==> config.mk <==
export PLATFORM = sky130hd
export DESIGN_NAME = wide_add_sequencer
export DESIGN_NICKNAME = d
export VERILOG_FILES = /design/src/rtl/wide_add_sequencer.sv
export SDC_FILE = /design/constraint.sdc
export NUM_CORES = 1
export LEC_CHECK = 0
export BUFFER_PORTS_ARGS = -buffer_cell sky130_fd_sc_hd__buf_2
export CAP_MARGIN = 20
export CORE_MARGIN = 2
export CORE_UTILIZATION = 40
export CTS_BUF_LIST = sky130_fd_sc_hd__clkbuf_2 sky130_fd_sc_hd__clkbuf_4 sky130_fd_sc_hd__clkbuf_8
export DETAILED_ROUTE_END_ITERATION = 8
export PLACE_DENSITY = 0.76
export SYNTH_ARGS = -nofsm -noshare
export SYNTH_HDL_FRONTEND = slang
export SYNTH_SLANG_ARGS = --single-unit
==> constraint.sdc <==
create_clock -name clk -period 1.7 [get_ports clk]
set_input_delay 0.085 -clock clk [delete_from_list [all_inputs] [get_ports clk]]
set_output_delay 0.085 -clock clk [all_outputs]
set_load 0.05 [all_outputs]
==> src/rtl/wide_add_sequencer.sv <==
// wide_add_sequencer: adds two WORDS*N-bit operands by streaming N-bit chunks,
// LSB chunk first, through an external combinational fast_adder, one chunk per
// clock. The inter-chunk carry is registered. valid/ready on both sides.
module wide_add_sequencer #(
   parameter int N     = 10,
   parameter int WORDS = 4
) (
   input  logic                 clk,
   input  logic                 rst_n,
   input  logic                 in_valid,
   output logic                 in_ready,
   input  logic [N*WORDS-1:0]   a,
   input  logic [N*WORDS-1:0]   b,
   input  logic                 cin,
   output logic                 out_valid,
   input  logic                 out_ready,
   output logic [N*WORDS-1:0]   sum,
   output logic                 cout,
   output logic [N-1:0]         add_inp1,
   output logic [N-1:0]         add_inp2,
   output logic                 add_cin,
   input  logic [N-1:0]         add_result,
   input  logic                 add_cout
);

   localparam int W    = N * WORDS;
   localparam int IDXW = (WORDS > 1) ? $clog2(WORDS) : 1;
   localparam logic [IDXW-1:0] IDX_ZERO = IDXW'(0);
   localparam logic [IDXW-1:0] IDX_ONE  = IDXW'(1);
   localparam logic [IDXW-1:0] IDX_LAST = IDXW'(WORDS - 1);

   typedef enum logic [1:0] {
      S_IDLE = 2'd0,
      S_RUN  = 2'd1,
      S_DONE = 2'd2
   } state_t;

   state_t            r_state;
   state_t            w_next_state;
   logic [W-1:0]      r_a;
   logic [W-1:0]      r_b;
   logic              r_carry;
   logic [IDXW-1:0]   r_idx;
   logic [N-1:0]      r_sum_words [WORDS];
   logic              r_cout;
   logic              r_in_ready;
   logic              r_out_valid;

   logic [N-1:0]      w_a_words [WORDS];
   logic [N-1:0]      w_b_words [WORDS];
   logic              w_accept;
   logic              w_last;
   logic [N-1:0]      w_add_inp1;
   logic [N-1:0]      w_add_inp2;
   logic              w_add_cin;

   // Chunk views of the latched operands and flat view of the sum chunks.
   genvar g;
   generate
      for (g = 0; g < WORDS; g++) begin : g_words
         assign w_a_words[g]      = r_a[g*N +: N];
         assign w_b_words[g]      = r_b[g*N +: N];
         assign sum[g*N +: N]     = r_sum_words[g];
      end
   endgenerate

   assign w_accept  = in_valid & r_in_ready;
   assign w_last    = (r_idx == IDX_LAST);
   assign in_ready  = r_in_ready;
   assign out_valid = r_out_valid;
   assign cout      = r_cout;
   assign add_inp1  = w_add_inp1;
   assign add_inp2  = w_add_inp2;
   assign add_cin   = w_add_cin;

   // Next-state decode for the IDLE -> RUN -> DONE sequence.
   always_comb begin
      w_next_state = r_state;
      case (r_state)
         S_IDLE: begin
            if (w_accept) begin
               w_next_state = S_RUN;
            end else begin
               w_next_state = S_IDLE;
            end
         end
         S_RUN: begin
            if (w_last) begin
               w_next_state = S_DONE;
            end else begin
               w_next_state = S_RUN;
            end
         end
         S_DONE: begin
            if (r_out_valid && out_ready) begin
               w_next_state = S_IDLE;
            end else begin
               w_next_state = S_DONE;
            end
         end
         default: w_next_state = S_IDLE;
      endcase
   end

   // Drive the adder with the current chunk during RUN, zero otherwise.
   always_comb begin
      w_add_inp1 = {N{1'b0}};
      w_add_inp2 = {N{1'b0}};
      w_add_cin  = 1'b0;
      if (r_state == S_RUN) begin
         w_add_inp1 = w_a_words[r_idx];
         w_add_inp2 = w_b_words[r_idx];
         w_add_cin  = r_carry;
      end else begin
         w_add_inp1 = {N{1'b0}};
         w_add_inp2 = {N{1'b0}};
         w_add_cin  = 1'b0;
      end
   end

   // State, handshake flags, operand latch and per-chunk result capture.
   always_ff @(posedge clk or negedge rst_n) begin
      if (!rst_n) begin
         r_state     <= S_IDLE;
         r_in_ready  <= 1'b0;
         r_out_valid <= 1'b0;
         r_a         <= {W{1'b0}};
         r_b         <= {W{1'b0}};
         r_carry     <= 1'b0;
         r_idx       <= IDX_ZERO;
         r_cout      <= 1'b0;
         for (int k = 0; k < WORDS; k++) begin
            r_sum_words[k] <= {N{1'b0}};
         end
      end else begin
         r_state     <= w_next_state;
         // Handshake flags follow the state being entered so they are
         // high exactly while in IDLE / DONE.
         r_in_ready  <= (w_next_state == S_IDLE);
         r_out_valid <= (w_next_state == S_DONE);
         case (r_state)
            S_IDLE: begin
               if (w_accept) begin
                  r_a     <= a;
                  r_b     <= b;
                  r_carry <= cin;
                  r_idx   <= IDX_ZERO;
               end else begin
                  r_idx   <= IDX_ZERO;
               end
            end
            S_RUN: begin
               r_sum_words[r_idx] <= add_result;
               r_carry            <= add_cout;
               if (w_last) begin
                  r_cout <= add_cout;
                  r_idx  <= IDX_ZERO;
               end else begin
                  r_idx  <= r_idx + IDX_ONE;
               end
            end
            S_DONE: begin
               r_idx <= IDX_ZERO;
            end
            default: begin
               r_idx <= IDX_ZERO;
            end
         endcase
      end
   end

endmodule

After elaboration in Yosys (flattened, before gate mapping)

Index checks and enable logic that the tools add are counted.

Flip-flop bits (word level): 128
Input port bits: 96
Output and inout bits: 64
Logic and storage cells: 50

$add $sub $neg: 1
$lt $le $gt $ge: 2
Equality and inequality tests: 5
Multiplexer cells: 20
Bitwise logic cells: 2
Reduce and logical (&&, ||, !) cells: 8

Operators by type and width:

| kind                                                        | number |
|---|---|
| 2-to-1 mux 10 bit                                           | 7 |
| binary-select mux 10 bit (select 2 bit)                     | 2 |
| bitwise mux 40 bit                                          | 1 |
| demux 10 bit (select 2 bit)                                 | 1 |
| 2-to-1 mux 2 bit                                            | 4 |
| == test 2 bit (second input constant)                       | 3 |
| case mux 2 bit (3 select lines)                             | 1 |
| AND reduction 2 bit                                         | 3 |
| logical NOT 2 bit                                           | 2 |
| greater-or-equal comparator 3 bit (second input constant)   | 1 |
| less-than comparator 3 x 1 -> 1 bit (second input constant) | 1 |
| 2-to-1 mux 1 bit                                            | 3 |
| NOT 2 -> 3 bit                                              | 1 |
| adder 2 x 1 -> 2 bit (second input constant)                | 1 |
| == test 2 x 1 -> 1 bit (second input constant)              | 1 |
| logical AND 1 bit                                           | 2 |
| != test 2 bit (second input constant)                       | 1 |
| case mux 1 bit (2 select lines)                             | 1 |
| nonzero test 2 bit                                          | 1 |
| AND 1 bit                                                   | 1 |

Depth between registers and ports, before layout

Depth after elaboration: 6
Gate-level depth with buffers: 5
Depth with buffers taken out: 4

Worst setup path after synthesis

Ideal clock, no wire load.

Path kind: reg2reg
Start: register r_in_ready (netlist: in_ready)
End: register r_a[25]
Setup time: 0.125 ns
Arrival time: 1.523 ns
Data required time: 1.575 ns
Slack: 0.052 ns
Stages on the path, launching flop included: 5
Path buffers: 2
Period minus slack after synthesis: 1.648 ns
Cell sequence: dfrtp_1 -> and4bb_4 -> buf_12 -> buf_12 -> mux2_4

Word-level cells in the longest chain between the ends: 2

RTL lines:

| what                          | line | source |
|---|---|---|
| from (decl)                   | 46   | `logic r_in_ready;` |
| from (signal assigned)        | 139  | `r_in_ready <= (w_next_state == S_IDLE);` |
| AND 1 bit                     | 67   | `assign w_accept = in_valid & r_in_ready;` |
| AND reduction 2 bit (no line) | -    |  |
| to (signal assigned)          | 127  | `r_a <= {W{1'b0}};` |
| to (decl)                     | 40   | `logic [W-1:0] r_a;` |

No other way between the ends.
A chain may end at the register's enable or synchronous reset.

Worst setup path after layout

Start: register r_idx[0]
End: output add_inp2[8]

Word-level cells in the longest chain between the ends: 5

RTL lines:

| what                                                 | line | source |
|---|---|---|
| from (decl)                                          | 43   | `logic [IDXW-1:0] r_idx;` |
| from (signal assigned)                               | 159  | `r_idx <= r_idx + IDX_ONE;` |
| NOT 2 -> 3 bit (not written as such)                 | 112  | `w_add_inp2 = w_b_words[r_idx];` |
| binary-select mux 10 bit (select 2 bit)              | 112  |  |
| 2-to-1 mux 10 bit (not written as such) (2 in a row) | 112  |  |
| 2-to-1 mux 10 bit                                    | 110  | `if (r_state == S_RUN) begin` |
| to (decl)                                            | 20   | `output logic [N-1:0] add_inp2,` |

No other way between the ends. The select of a mux whose other input is x is not followed.

==> out/metrics.yaml <==
cells_and_area:
  drive_gt1_share_pct: 62.4
  final_cells: 803
  fillers: 1025
  fin_nets: 709
  utilization_pct: 61.3
  area_delta_synth_final_pct: 48.7
die:
  fp.dieH_microns: 124
  start_util_pct: 41.2
  pin_count: 160
  num_rows: 43
  die_area_sq_um: 15400
  coreArea_sq_um: 14000
  die_w_microns: 124
setup_path:
  worstPathMaxFanout: 5
  slowest_delay_ns: 0.49
  path_class: "register to primary output"
  crit_chain: "buf_12 -> buf_12 -> mux4_2 -> and2_4 -> buf_8"
  worstPathRequired_ns: 1.62
  path_common_cell: "buf_12"
  worstPathArrival_ns: 1.94
  cpMaxStageDelayCell: "mux4_2"
  crit_path_end_kind: "primary output"
  cp-start-kind: "register"
  critPathTopFamily: "multiplexers"
  critPathBufInv: 3
cts:
  cts_tree: "built"
  cts_inserted_buffers: 17
  clk_pin_slew_ns: 0.09
  root_buffer: "clkbuf_8"
  cts.path.max_buffers: 2
  worstSkewPairLatency_ns: 0.45
  ctsHtreeMaxLevel: 4
  cts_sinks: 128
timing:
  whs_ns: 0.229
  setup_viol: 28
  worst_pin_slew_ns: 0.350
  max_freq_mhz: 493
  fin_crit_sh_pct: 119
  relSlewSlack_pct: 76.7
  fin_crit_ns: 2.03
  drv_slew: 0
  finClkSkew_ns: 0.00915
  worst_slack_ns: -0.328
  hold_viol_final: 0
  rsz0062_at_grt: "true"
placed_design:
  portBuffers: 159
  dp_hpwl_mm: 8.77
  dp_cells: 663
  routabilityCongestion: 0.715
grt:
  grt_pass1_vias: 4436
  grt_usage_pct: 21.3
  antenna_found_initial: 1
  grt_overflow: 0
  grt_pass1_wl_mm: 23.9
  grt_start_max_net_pins: 65
power_and_ir_drop:
  ir_drop_mv: 1.73
  power.density_nw_per_um2: 2230
  total_power_mw: 19.1
  power.leakage_nw: 3.96
yosys:
  ys_types: 25
  ys.flop_type: "dfrtp_1"
  synth.most_common_cell: "dfrtp_1"
  syn_area_sq_um: 5760
  syn_inst: 330
  avgSynthCellArea_sq_um: 17.5
  synth_top_cell_by_area: "dfrtp_1"
  synth_top_area_share_pct: 55.6
  ys_warn_count: 0
  async_flop_share_pct: 100
  synth_edf_count: 0
  synthTopCellsByArea: "dfrtp_1, mux2_4, mux2_2"
  seq_area_frac_synth_pct: 55.6
  yosys-top-cells-count: "dfrtp_1, mux2_2, mux2_4"
  synth-seq-cells: 128
  synthesis.nets: 430
worst_hold_path:
  hold_path_class: "primary input to asynchronous set/reset pin"
job:
  maxCapViolCount: 0
detailed_routing:
  drc: 0
  vias_per_cell: 4.91
  drt_iter0_markers: 162
  via_count: 3941
  wl_per_cell_microns: 19.5
  drtPass1Iterations: 6
  wl_mm: 15.7
  drtAntennaViolNets: 0
run_status:
  violations: "setup timing"
  status: "finished with violations"
sequential cells by signal (all words and copies together) (netlist names):
signal	flops
cout	1
r_a	40
out_valid	1
r_state	2
r_idx	2
r_b	40
in_ready	1
r_carry	1
sum	40
power by group:
| group | switching [mW] | internal, mW |
|---|---|---|
| Sequential | 0.902 | 4.61 |
| Clock | 1.42 | 1.23 |
| Combinational | 5.68 | 5.25 |
worst min-delay path, stage by stage:
cell,delay (ns)
dlygate4sd3_1,0.54
buf_4,0.15
buf_12,0.30
layout by cell type, fill, tap and decap left out, types with 2 or more instances in the layout:
master,instances
buf_2,137
clkinv_4,3
mux4_2,20
nor3b_1,2
ha_2,2
buf_8,16
buf_12,10
dlygate4sd3_1,95
buf_6,8
buf_4,9
and2_4,21
inv_6,5
mux2_4,59
mux2_2,62
clkbuf_8,17
dfrtp_1,127
inv_8,5
nand2_1,3
nand2_8,2
inv_1,2
final timing paths:
path                                      from             endpoint  slack, ns  cells after the start
max in group asynchronous                rst_n  r_b[13]$_DFFE_PN0P_       0.99                      3
min reg2reg                sum[36]$_DFFE_PN0P_  sum[36]$_DFFE_PN0P_       0.50                      1
max reg2reg                 r_idx[0]$_DFF_PN0_  sum[28]$_DFFE_PN0P_      -0.01                      6
min in group clk                      in_valid   in_ready$_DFF_PN0_       0.33                      4
min                                      rst_n  r_b[29]$_DFFE_PN0P_       0.23                      3
max                         r_idx[0]$_DFF_PN0_          add_inp2[8]      -0.33                      5
repair_timing:
action                                  in CTS  in global routing
gates resized for setup                     94                  5
cloned                                       3                  1
hold buffers                                95                  0
endpoints found under the setup margin      21                 62
endpoints found under the hold margin      252                  0
pin swaps                                   15                  4
buffers inserted                             6                  4
cell families (layout without fill, tap and decap cells):
| logic type | count (synthesis) | in the layout | share of synthesized area (%) |
|---|---|---|---|
| compound gates | 2 | 2 | 0.304 |
| fa+ha+maj | 4 | 4 | 0.868 |
| buf+inv | 19 | 311 | 3.86 |
| flops | 128 | 128 | 55.6 |
| mux | 141 | 141 | 35.3 |
| other cells | 0 | 1 | 0 |
| simple gates | 36 | 36 | 4.10 |
stage by stage:
stage	setup TNS [ns]	setup WS, ns	instance area, sq um
2_1_floorplan	0	0.0518	5760
3_3_place_gp	0	0.0719	6770
3_5_place_dp	0	0.0825	6770
4_1_cts	-7.76	-0.393	8550
5_1_grt	-8.65	-0.404	8570
6_report	-5.19	-0.328	8570
cell type report:
class	count	area, sq um	share of cell area [%]
Tap cell	180	225	2.63
Antenna cell	1	2.50	0.0292
Clock inverter	15	164	1.91
Multi-Input combinational cell	183	2440	28.5
Timing Repair Buffer	277	2290	26.7
Clock buffer	17	234	2.73
Inverter	2	7.51	0.0876
Sequential cell	128	3200	37.4
metal layers:
layer / vias to the layer above / routed length [microns] / global-route usage (%)
met5: - / 0 / 0
li1: 1759 / - / -
met1: 2009 / 6080 / 23.8
met2: 152 / 8470 / 39.1
met4: 0 / 257 / 6.46
met3: 21 / 849 / 6.14
(Power assumes the default switching activity.)
